<file path="src/rtl/hood_mode_if.sv">
// Request/status bundle between the hood mode controller and its user.
// The user side (master) drives the request levels and the cumulative-clear.
// The controller side (slave) returns the mode and the two timers.
interface hood_mode_if;
    logic       req_standby;
    logic       req_l1;
    logic       req_l2;
    logic       req_hurr;
    logic       clr_cum;
    logic [2:0] mode_state;
    logic [5:0] cd_min;
    logic [5:0] cd_sec;
    logic [5:0] cum_min;
    logic [5:0] cum_sec;
    logic       hurr_used;

    modport master (
        output req_standby, req_l1, req_l2, req_hurr, clr_cum,
        input  mode_state, cd_min, cd_sec, cum_min, cum_sec, hurr_used
    );

    modport slave (
        input  req_standby, req_l1, req_l2, req_hurr, clr_cum,
        output mode_state, cd_min, cd_sec, cum_min, cum_sec, hurr_used
    );
endinterface

</file>
<file path="src/rtl/hood_mode_ctrl.sv">
// Range-hood fan mode controller on a 1 Hz tick.
// Modes: standby, level 1, level 2, a one-shot timed hurricane boost, and a
// timed cooldown entered by cancelling hurricane. Requests act on rising
// edges with priority standby > hurricane > level 2 > level 1. A cumulative
// run-time clock counts every second spent outside standby.
module hood_mode_ctrl #(
    parameter int CD_SEC = 60
) (
    input logic         clk_1hz,
    input logic         rst,
    hood_mode_if.slave  bus
);

    typedef enum logic [2:0] {
        ST_STANDBY = 3'b000,
        ST_L1      = 3'b001,
        ST_L2      = 3'b010,
        ST_HURR    = 3'b011,
        ST_COOL    = 3'b100
    } mode_e;

    localparam logic [5:0] CD_LOAD_MIN = 6'(CD_SEC / 60);
    localparam logic [5:0] CD_LOAD_SEC = 6'(CD_SEC % 60);

    // Request bit order throughout: {standby, hurr, l2, l1}.
    localparam int R_STBY = 3;
    localparam int R_HURR = 2;
    localparam int R_L2   = 1;
    localparam int R_L1   = 0;

    mode_e      mode_q,      mode_d;
    logic [5:0] cd_min_q,    cd_min_d;
    logic [5:0] cd_sec_q,    cd_sec_d;
    logic [5:0] cum_min_q,   cum_min_d;
    logic [5:0] cum_sec_q,   cum_sec_d;
    logic       hurr_used_q, hurr_used_d;
    logic [3:0] req_prev_q;

    logic [3:0] req_now;
    logic [3:0] req_rise;
    logic       cd_last;
    logic [5:0] cd_dec_min;
    logic [5:0] cd_dec_sec;

    assign req_now  = {bus.req_standby, bus.req_hurr, bus.req_l2, bus.req_l1};
    assign req_rise = req_now & ~req_prev_q;

    // Countdown helpers: "one second left" and the mm:ss borrow decrement.
    assign cd_last    = (cd_min_q == 6'd0) && (cd_sec_q == 6'd1);
    assign cd_dec_min = (cd_sec_q == 6'd0) ? cd_min_q - 6'd1 : cd_min_q;
    assign cd_dec_sec = (cd_sec_q == 6'd0) ? 6'd59 : cd_sec_q - 6'd1;

    // Mode transitions and countdown next-state.
    always_comb begin
        // NOTE: every output of this block gets a default first, so no path leaves a value unassigned and no latch is inferred.
        mode_d      = mode_q;
        cd_min_d    = 6'd0;
        cd_sec_d    = 6'd0;
        hurr_used_d = hurr_used_q;

        unique case (mode_q)
            ST_STANDBY, ST_L1, ST_L2: begin
                if (req_rise[R_STBY]) begin
                    mode_d = ST_STANDBY;
                end else if (req_rise[R_HURR] && !hurr_used_q) begin
                    mode_d      = ST_HURR;
                    hurr_used_d = 1'b1;
                    cd_min_d    = CD_LOAD_MIN;
                    cd_sec_d    = CD_LOAD_SEC;
                end else if (req_rise[R_L2]) begin
                    mode_d = ST_L2;
                end else if (req_rise[R_L1]) begin
                    mode_d = ST_L1;
                end
            end
            ST_HURR: begin
                if (req_rise[R_STBY]) begin
                    mode_d   = ST_COOL;
                    cd_min_d = CD_LOAD_MIN;
                    cd_sec_d = CD_LOAD_SEC;
                end else if (cd_last) begin
                    mode_d = ST_L2;
                end else begin
                    cd_min_d = cd_dec_min;
                    cd_sec_d = cd_dec_sec;
                end
            end
            ST_COOL: begin
                if (cd_last) begin
                    mode_d = ST_STANDBY;
                end else begin
                    cd_min_d = cd_dec_min;
                    cd_sec_d = cd_dec_sec;
                end
            end
            default: begin
                mode_d = ST_STANDBY;
            end
        endcase
    end

    // Cumulative run time: clear wins, otherwise count seconds outside standby.
    always_comb begin
        cum_min_d = cum_min_q;
        cum_sec_d = cum_sec_q;
        if (bus.clr_cum) begin
            cum_min_d = 6'd0;
            cum_sec_d = 6'd0;
        end else if (mode_q != ST_STANDBY) begin
            if (cum_sec_q == 6'd59) begin
                cum_sec_d = 6'd0;
                cum_min_d = (cum_min_q == 6'd59) ? 6'd0 : cum_min_q + 6'd1;
            end else begin
                cum_sec_d = cum_sec_q + 6'd1;
            end
        end
    end

    // State registers; reset clears everything including the hurricane one-shot.
    always_ff @(posedge clk_1hz or negedge rst) begin
        if (!rst) begin
            mode_q      <= ST_STANDBY;
            cd_min_q    <= 6'd0;
            cd_sec_q    <= 6'd0;
            cum_min_q   <= 6'd0;
            cum_sec_q   <= 6'd0;
            hurr_used_q <= 1'b0;
            req_prev_q  <= 4'b0000;
        end else begin
            // NOTE: non-blocking assignments so every register samples pre-edge values, matching hardware flops.
            mode_q      <= mode_d;
            cd_min_q    <= cd_min_d;
            cd_sec_q    <= cd_sec_d;
            cum_min_q   <= cum_min_d;
            cum_sec_q   <= cum_sec_d;
            hurr_used_q <= hurr_used_d;
            req_prev_q  <= req_now;
        end
    end

    assign bus.mode_state = mode_q;
    assign bus.cd_min     = cd_min_q;
    assign bus.cd_sec     = cd_sec_q;
    assign bus.cum_min    = cum_min_q;
    assign bus.cum_sec    = cum_sec_q;
    assign bus.hurr_used  = hurr_used_q;

endmodule

</file>
<file path="src/flat_wrapper.sv">
// flat-port wrapper written by rule: the top's interface ports become plain ports
module hood_mode_ctrl_flat 
#(
    parameter int CD_SEC = 60
)
  (clk_1hz, rst, bus_req_standby, bus_req_l1, bus_req_l2, bus_req_hurr, bus_clr_cum, bus_mode_state, bus_cd_min, bus_cd_sec, bus_cum_min, bus_cum_sec, bus_hurr_used);
  hood_mode_if bus_i ();
  input logic clk_1hz;
  input logic rst;
  input wire logic [$bits(bus_i.req_standby)-1:0] bus_req_standby;
  input wire logic [$bits(bus_i.req_l1)-1:0] bus_req_l1;
  input wire logic [$bits(bus_i.req_l2)-1:0] bus_req_l2;
  input wire logic [$bits(bus_i.req_hurr)-1:0] bus_req_hurr;
  input wire logic [$bits(bus_i.clr_cum)-1:0] bus_clr_cum;
  output wire logic [$bits(bus_i.mode_state)-1:0] bus_mode_state;
  output wire logic [$bits(bus_i.cd_min)-1:0] bus_cd_min;
  output wire logic [$bits(bus_i.cd_sec)-1:0] bus_cd_sec;
  output wire logic [$bits(bus_i.cum_min)-1:0] bus_cum_min;
  output wire logic [$bits(bus_i.cum_sec)-1:0] bus_cum_sec;
  output wire logic [$bits(bus_i.hurr_used)-1:0] bus_hurr_used;
  assign bus_i.req_standby = bus_req_standby;
  assign bus_i.req_l1 = bus_req_l1;
  assign bus_i.req_l2 = bus_req_l2;
  assign bus_i.req_hurr = bus_req_hurr;
  assign bus_i.clr_cum = bus_clr_cum;
  assign bus_mode_state = bus_i.mode_state;
  assign bus_cd_min = bus_i.cd_min;
  assign bus_cd_sec = bus_i.cd_sec;
  assign bus_cum_min = bus_i.cum_min;
  assign bus_cum_sec = bus_i.cum_sec;
  assign bus_hurr_used = bus_i.hurr_used;
  hood_mode_ctrl #(.CD_SEC(CD_SEC)) u_core (.clk_1hz(clk_1hz), .rst(rst), .bus(bus_i));
endmodule
</file>
<file path="config.mk">
export PLATFORM = sky130hd
export DESIGN_NAME = hood_mode_ctrl_flat
export DESIGN_NICKNAME = d
export VERILOG_FILES = /design/src/rtl/hood_mode_if.sv /design/src/rtl/hood_mode_ctrl.sv /design/src/flat_wrapper.sv
export SDC_FILE = /design/constraint.sdc
export NUM_CORES = 1
export LEC_CHECK = 0
export CORE_MARGIN = 2
export CORE_UTILIZATION = 40
export DETAILED_ROUTE_END_ITERATION = 10
export PLACE_DENSITY_LB_ADDON = 0.15
export SETUP_SLACK_MARGIN = 0.1
export SYNTH_ARGS = -nofsm -noshare
export SYNTH_HDL_FRONTEND = slang
export SYNTH_SLANG_ARGS = --single-unit
</file>
<file path="constraint.sdc">
create_clock -name clk_1hz -period 5 [get_ports clk_1hz]
set_input_delay 0.75 -clock clk_1hz [delete_from_list [all_inputs] [get_ports clk_1hz]]
set_output_delay 0.75 -clock clk_1hz [all_outputs]
set_load 0.02 [all_outputs]
</file>
==> impl_metrics.yaml, run 1 <==
sta:
  maxSlewViolCount: 0
  setup_viol: 0
  tightestPinTransition_ns: 0.638
  fmax_mhz: 450
  final_hold_viol_count: 0
  rsz0062_at_grt: "false"
  fin_crit_sh_pct: 44.5
  post-route-min-period_ns: 2.22
  setup-tns-final_ns: 0
  slew_headroom_pct: 57.1
  clock_skew_ns: 0.00510
die:
  dieArea_um2: 4710
  start_util_pct: 41.7
  dieWidth_um: 68.6
  num_rows: 23
  die_height_um: 68.6
  ioPinCount: 35
  placeableCoreArea_um2: 4000
synth:
  ys_top_cells_by_area: "dfrtp_1 48%, ha_1 4.5%, o21ai_0 3.9%"
  yosysSeqAreaShare_pct: 48.0
  yosys.area_share.simple_pct: 23.2
  synth.cell_area_um2: 1670
  synthesis.nets: 185
  synth-main-ff-cell: "dfrtp_1"
  synth_compound_area_share_pct: 17.8
  synth.most_common_cell: "dfrtp_1"
  synth_edf_count: 0
  synth_xor_area_share_pct: 3.67
  synth-adder-area-share_pct: 4.50
  ys_seq_elements: 32
  syn_area_per_cell_um2: 9.70
  synth-async-reset-ratio_pct: 100
  synthCells: 172
  synth_common_cells: "32 x dfrtp_1, 16 x nor2_1, 14 x nand2_1"
  synth_top_family_by_area: "simple AND/OR/NAND/NOR gates"
  yosysWarningCount: 0
  synth_top_area_share_pct: 48.0
  synthMuxAreaShare_pct: 0.600
  synth_cell_types: 44
  synth_top_area_cell: "dfrtp_1"
final_layout:
  seq_area_um2: 801
  utilization_pct: 54.0
  diodes: 0
  drive_gt1_share_pct: 6.64
  multi_input_area_um2: 831
  area_growth_pct: 29.3
  nFillCells: 358
  fin_nets: 223
clocking:
  post-cts-setup-buffers: 0
  clock_latency_ns: 0.29
  cts_resized: 0
  cts_inserted_buffers: 5
  cts_hold_buf: 0
  clock_sinks: 32
  root_buffer: "clkbuf_8"
  cts-htree-levels: 2
  cts_buffer_depth: 2
  clk_pin_slew_worst_paths_ns: 0.06
  cts_tree: "built"
run:
  cap_violations: 0
outcome:
  status: "complete, no violations"
global_route:
  grt_pass1_wl_mm: 6.36
  antenna_found_initial: 0
  grtUsageTotal_pct: 18.5
  grt_pass1_vias: 1385
  grt-ovfl-total: 0
  grt_max_degree: 33
critical_path:
  worst-setup-path-type: "primary input to register"
  worst_r2r_endpoint: "u_core.bus.cd_min[0]"
  worst_setup_path_start_kind: "primary input"
  rr_startpoint: "u_core.bus.cd_sec[2]"
  crit_arrival_ns: 2.40
  reg2regPathDepth: 4
  worstPathRequired_ns: 5.18
  worst_setup_path_end_kind: "register"
  path_max_fanout: 12
  worst-r2r-setup-slack_ns: 3.00
hold_path:
  holdPathStages: 1
  hold_path.class: "register to register"
  timing.hold.worst_endpoint: "u_core.bus.hurr_used"
  worstHoldStart: "u_core.bus.hurr_used"
drt:
  routedWlPerCell_um: 14.2
  wirelength_mm: 3.70
  via_per_inst: 5.46
  vias: 1425
  ant_nets: 0
  drc_errors: 0
  drtIter0Drc: 99
  drt-pass1-iter-count: 4
power:
  total_power_mw: 1.41
  leakage_nw: 0.935
  p_per_area_nw_per_um2: 651
  ir_drop_v: 0.000234
placed_design:
  port_buffers: 34
  gp_congestion: 0.780
  dp_hpwl_mm: 2.65
metal layers:
layer,up-vias,wire (um),global-route usage [%]
met2,38,1770,27.8
met5,-,0,0
li1,708,-,-
met3,5,172,4.38
met4,0,45,9.25
met1,674,1710,25.0
kinds of logic after synthesis:
| group | Yosys count |
|---|---|
| adder cells (fa/ha/maj) | 6 |
| AND/OR/NAND/NOR | 73 |
| buffers and inverters | 10 |
| multiplexers | 1 |
| XOR/XNOR | 7 |
| flip-flops | 32 |
| AO/OA/AOI/OAI | 43 |
per-stage QoR:
stage,cells,hold slack (ns),setup slack [ns],instance area [um2]
2_1_floorplan,172,0.454,3.08,1670
3_3_place_gp,253,0.483,2.54,2070
3_5_place_dp,253,0.491,2.47,2070
4_1_cts,261,0.505,2.78,2160
5_1_grt,261,0.527,2.60,2160
6_report,261,0.501,2.78,2160
how the worst max path moves through the flow:
stage,from,to,slack (ns),cells past startpoint
6_report,bus_req_standby,u_core.bus.mode_state[1],2.78,5
5_1_grt,bus_req_standby,u_core.bus.mode_state[1],2.60,5
4_1_cts,bus_req_standby,u_core.bus.mode_state[1],2.78,5
3_5_place_dp,bus_req_standby,u_core.bus.mode_state[1],2.47,5
3_3_place_gp,bus_req_standby,u_core.bus.mode_state[1],2.54,5
2_1_floorplan,bus_clr_cum,u_core.bus.cum_sec[5],3.08,6
placed cells by master (no fill, tap or decap), types with 2 or more instances in the layout:
master,synthesis,layout
nand2b_1,6,6
o21ai_0,13,13
buf_4,0,2
a21oi_1,6,6
nor2b_1,4,4
nor2_1,16,16
xnor2_1,2,2
nand4_1,3,3
o21bai_1,2,2
nand3_1,10,10
clkdlybuf4s50_1,0,34
nand2_1,14,14
o211ai_1,4,4
nand3b_1,3,3
nor3_1,5,5
clkbuf_8,0,6
a22o_1,2,2
dfrtp_1,32,32
or4_1,3,3
xor2_1,5,5
ha_1,6,6
a32o_1,3,3
inv_1,5,5
clkbuf_1,5,2
worst max-delay path, cell delays in order:
cell and delay (ns):
clkdlybuf4s50_1 0.41, nor2b_1 0.18, o31ai_1 0.37, nand2_1 0.35
a32o_1 0.34
sequential cells by signal, summed over array words and instances (netlist names):
name	flops
u_core.bus.cd_min	6
u_core.bus.cd_sec	6
u_core.bus.cum_min	6
u_core.bus.cum_sec	6
u_core.bus.mode_state	3
u_core.bus.hurr_used	1
u_core.req_prev_q	4
layout make-up:
class | instances | share of cell area [%]
inverters | 5 | 0.870
repair buffers | 36 | 16.5
clock buffers | 8 | 4.17
well taps | 50 | 2.90
flip-flops and latches | 32 | 37.1
multi-input cells | 130 | 38.5
power by group:
group	switching, mW	total, mW	leakage [nW]	internal (mW)
Sequential	0.107	0.443	0.420	0.336
Clock	0.0939	0.206	0.0455	0.112
Combinational	0.403	0.757	0.469	0.354
(Power assumes the default switching activity.)
==> run 2, diff against run 1 <==
clock period = 2.2 ns   (was 5 ns; I/O delays follow)
==> impl_metrics.yaml, run 2 (synthesized netlist as in run 1, its figures left out) <==
outcome:
  status: "complete, no violations"
critical_path:
  worst-setup-path-type: "register to register"
  crit_arrival_ns: 2.04
  worst_setup_path_start_kind: "register"
  reg2regPathDepth: 4
  worstPathRequired_ns: 2.38
  rr_startpoint: "u_core.bus.cd_sec[2]"
  worst_r2r_endpoint: "u_core.bus.cd_min[3]"
  worst-r2r-setup-slack_ns: 0.34
  path_max_fanout: 8
  worst_setup_path_end_kind: "register"
global_route:
  grt-ovfl-total: 0
  grtUsageTotal_pct: 18.2
  grt_pass1_vias: 1401
  grt_pass1_wl_mm: 6.33
  antenna_found_initial: 0
  grt_max_degree: 33
final_layout:
  diodes: 0
  area_growth_pct: 30.4
  nFillCells: 371
  fin_nets: 225
  final_cell_mix: "34 x clkdlybuf4s50_1, 32 x dfrtp_1, 16 x nor2_1, 14 x nand2_1, 13 x o21ai_0"
  final_common_cell: "clkdlybuf4s50_1"
  drive_gt1_share_pct: 8.45
  final_cells: 263
clocking:
  cts_buffer_depth: 2
  post-cts-setup-buffers: 0
  cts_hold_buf: 0
  cts-htree-levels: 2
  cts_tree: "built"
  clk_pin_slew_worst_paths_ns: 0.07
  cts_resized: 0
  root_buffer: "clkbuf_8"
  clock_sinks: 32
  cts_inserted_buffers: 5
  clock_latency_ns: 0.28
sta:
  setup_viol: 0
  tightestPinTransition_ns: 0.526
  slew_headroom_pct: 64.4
  clock_skew_ns: 0.00698
  fin_crit_sh_pct: 84.7
  post-route-min-period_ns: 1.86
  setup-tns-final_ns: 0
  maxSlewViolCount: 0
  rsz0062_at_grt: "false"
  final_hold_viol_count: 0
  fmax_mhz: 536
drt:
  ant_nets: 0
  drc_errors: 0
  drt-pass1-iter-count: 4
  routedWlPerCell_um: 14.6
  vias: 1466
  via_per_inst: 5.57
  drtIter0Drc: 66
  wirelength_mm: 3.85
power:
  switching_share_pct: 42.8
  intPower_mw: 1.85
  ir_drop_v: 0.000540
  p_switching_mw: 1.38
  share_seq_of_total_power_pct: 31.4
  total_power_mw: 3.23
  pwr-share-clk_pct: 14.3
  p_per_area_nw_per_um2: 1490
  power_frac_comb_pct: 54.3
  leakage_nw: 0.949
hold_path:
  hold_path.class: "primary input to asynchronous set/reset pin"
die:
  ioPinCount: 35
  start_util_pct: 41.7
  dieWidth_um: 68.6
  num_rows: 23
  die_height_um: 68.6
  placeableCoreArea_um2: 4000
  dieArea_um2: 4710
placed_design:
  dp.cells: 255
  port_buffers: 34
  gp_congestion: 0.826
  dp_hpwl_mm: 2.71
run:
  cap_violations: 0
-- run 2: changes by cell type in the layout (fill, tap and decap cells not counted) --
cell and change:
buf_4 +2, clkbuf_1 -2, clkinv_2 +2
-- run 2: worst max path at each step --
stage	startpoint	endpoint	depth (start not counted)
after detailed placement	bus_req_standby	u_core.bus.cd_sec[5]	6
after CTS	u_core.bus.cd_sec[2]	u_core.bus.cd_min[3]	4
final	u_core.bus.cd_sec[2]	u_core.bus.cd_min[3]	4
after floorplan	u_core.bus.cd_sec[2]	u_core.bus.cd_min[3]	4
after global placement	bus_req_standby	u_core.bus.cd_sec[5]	6
after global routing	u_core.bus.cd_sec[2]	u_core.bus.cd_min[3]	4
-- run 2: per-layer routing --
metal | track usage [%] | routed length, um
met3 | 4.55 | 215
met2 | 29.4 | 1820
met4 | 8.25 | 72
met5 | 0 | 0
met1 | 22.8 | 1740
-- run 2: area by class of cell --
type / count / area, um2 / area share [%]
well taps: 50 / 62.6 / 2.88
inverters: 5 / 18.8 / 0.863
clock buffers: 6 / 82.6 / 3.80
repair buffers: 38 / 370 / 17.0
multi-input cells: 130 / 831 / 38.2
clock inverters: 2 / 10.0 / 0.460
flip-flops and latches: 32 / 801 / 36.8
-- run 2: power by group through the flow --
| stage | Combinational [mW] | Sequential, mW | Clock, mW |
|---|---|---|---|
| 6_report | 1.76 | 1.01 | 0.464 |
| 5_1_grt | 1.94 | 1.05 | 0.507 |
| 4_1_cts | 1.77 | 1.01 | 0.485 |
| 3_5_place_dp | 1.76 | 1.02 | 0 |
| 3_3_place_gp | 1.73 | 1.01 | 0 |
| 2_1_floorplan | 0.932 | 1.18 | 0 |
-- run 2: critical path: stages, from the launching register on --
cell and delay, ns:
dfrtp_1 0.46, or4_4 0.60, or4_1 0.50, xor2_1 0.15
nor2_1 0.05
-- run 2: through the flow --
stage | hold WS [ns] | instance area (um2) | util, % | setup slack [ns]
after CTS | 0.450 | 2180 | 54.4 | 0.323
final | 0.438 | 2180 | 54.4 | 0.336
after detailed placement | 0.492 | 2080 | 52.1 | 0.258
after floorplan | 0.0344 | 1670 | - | 0.330
after global placement | 0.484 | 2080 | 52.1 | 0.335
after global routing | 0.482 | 2180 | 54.4 | 0.267
==> run 3, diff against run 2 <==
clock period = 1.9 ns   (was 2.2 ns; I/O delays follow)
==> impl_metrics.yaml, run 3 (synthesized netlist as in run 1, its figures left out) <==
outcome:
  status: "complete, no violations"
clocking:
  cts_tree: "built"
  cts_inserted_buffers: 5
  cts-htree-levels: 2
  cts_buffer_depth: 2
  clock_sinks: 32
  root_buffer: "clkbuf_8"
  clock_latency_ns: 0.28
  cts_hold_buf: 0
  clk_pin_slew_worst_paths_ns: 0.07
critical_path:
  crit_arrival_ns: 1.93
  worstPathRequired_ns: 2.07
  rr_startpoint: "u_core.bus.cd_sec[3]"
  worst_setup_path_start_kind: "register"
  startpoint: "u_core.bus.cd_sec[3]"
  worst-setup-path-type: "register to register"
  reg2regPathDepth: 4
  path_max_fanout: 6
  worst_setup_path_end_kind: "register"
die:
  die_height_um: 68.6
  placeableCoreArea_um2: 4000
  dieWidth_um: 68.6
  dieArea_um2: 4710
  num_rows: 23
  ioPinCount: 35
  start_util_pct: 41.7
global_route:
  grt_pass1_wl_mm: 6.31
  antenna_found_initial: 0
  grt_pass1_vias: 1379
  grt-ovfl-total: 0
  grtUsageTotal_pct: 18.3
  grt_max_degree: 33
drt:
  drt-pass1-iter-count: 4
  drc_errors: 0
  vias: 1452
  ant_nets: 0
  routedWlPerCell_um: 14.1
  via_per_inst: 5.38
  wirelength_mm: 3.81
  drtIter0Drc: 54
sta:
  setup_viol: 0
  slew_headroom_pct: 68.0
  maxSlewViolCount: 0
  fin_crit_sh_pct: 92.1
  setup-tns-final_ns: 0
  final_hold_viol_count: 0
  whs_ns: 0.397
  fmax_mhz: 571
  setup_ws_ns: 0.149
  post-route-min-period_ns: 1.75
  tightestPinTransition_ns: 0.476
  rsz0062_at_grt: "true"
  clock_skew_ns: 0.00237
power:
  leakage_nw: 0.983
  ir_drop_v: 0.000730
  p_per_area_nw_per_um2: 1730
final_layout:
  diodes: 0
  drive_gt1_share_pct: 15.0
  area_growth_pct: 35.5
  fin_nets: 232
  final_cell_mix: "34 x clkdlybuf4s50_1, 27 x dfrtp_1, 16 x nor2_1, 13 x nand2_1, 13 x o21ai_0"
  fin_area_um2: 2260
  final_common_cell: "clkdlybuf4s50_1"
placed_design:
  port_buffers: 34
  gp_congestion: 0.823
  dp_hpwl_mm: 2.73
  dp_slack_ns: 0.0289
  dpl_cell_area_um2: 2140
hold_path:
  hold_path.class: "primary input to asynchronous set/reset pin"
run:
  cap_violations: 0
-- run 3: cell count changes in the layout (fill, tap and decap cells not counted), sizes merged --
| cell | before | now |
|---|---|---|
| buf | 4 | 11 |
| clkbuf | 6 | 8 |
| clkinv | 2 | 0 |
-- run 3: final cells by class --
| class | instances | area [um2] |
|---|---|---|
| sequential | 32 | 807 |
| multi-input combinational | 130 | 847 |
| clock buffer | 8 | 100 |
| tap | 50 | 62.6 |
| inverter | 5 | 18.8 |
| fill | 346 | 1740 |
| timing repair buffer | 45 | 427 |
-- run 3: final timing paths --
path | to | slack (ns)
setup / recovery | u_core.bus.cd_min[3] | 0.15
hold / removal | u_core.bus.cd_sec[2] | 0.40
setup reg to reg | u_core.bus.cd_min[3] | 0.15
hold reg to reg | u_core.bus.hurr_used | 0.51
max in group asynchronous | u_core.bus.mode_state[0] | 1.18
min in group clk_1hz | u_core.req_prev_q[0] | 0.46
-- run 3: worst max-delay path, cell delays in order, from the launching register on --
cell	delay, ns
dfrtp_2	0.45
or4_4	0.58
or4_1	0.43
xor2_1	0.15
nor2_1	0.05
-- run 3: through the flow --
stage	cells	power, mW	utilization, %
finish	270	3.92	56.6
global route	270	4.22	56.6
CTS	270	3.91	56.0
detailed placement	262	3.31	53.5
global placement	262	3.28	53.5
floorplan	172	2.45	-
-- run 3: power by group --
| part | switching [mW] | total [mW] | internal [mW] |
|---|---|---|---|
| sequential | 0.272 | 1.17 | 0.893 |
| combinational | 1.11 | 2.18 | 1.06 |
| clock | 0.245 | 0.575 | 0.330 |
-- run 3: repair_timing --
item,CTS,global route
resized for setup,0,8
setup endpoints to repair,0,9
buffers inserted,0,0
-- run 3: per-layer routing --
| metal | vias up | wire (um) | track usage (%) |
|---|---|---|---|
| met1 | 685 | 1820 | 24.0 |
| met5 | - | 0 | 0 |
| met2 | 39 | 1730 | 27.8 |
| met3 | 8 | 185 | 5.52 |
| li1 | 720 | - | - |
| met4 | 0 | 63 | 8.00 |
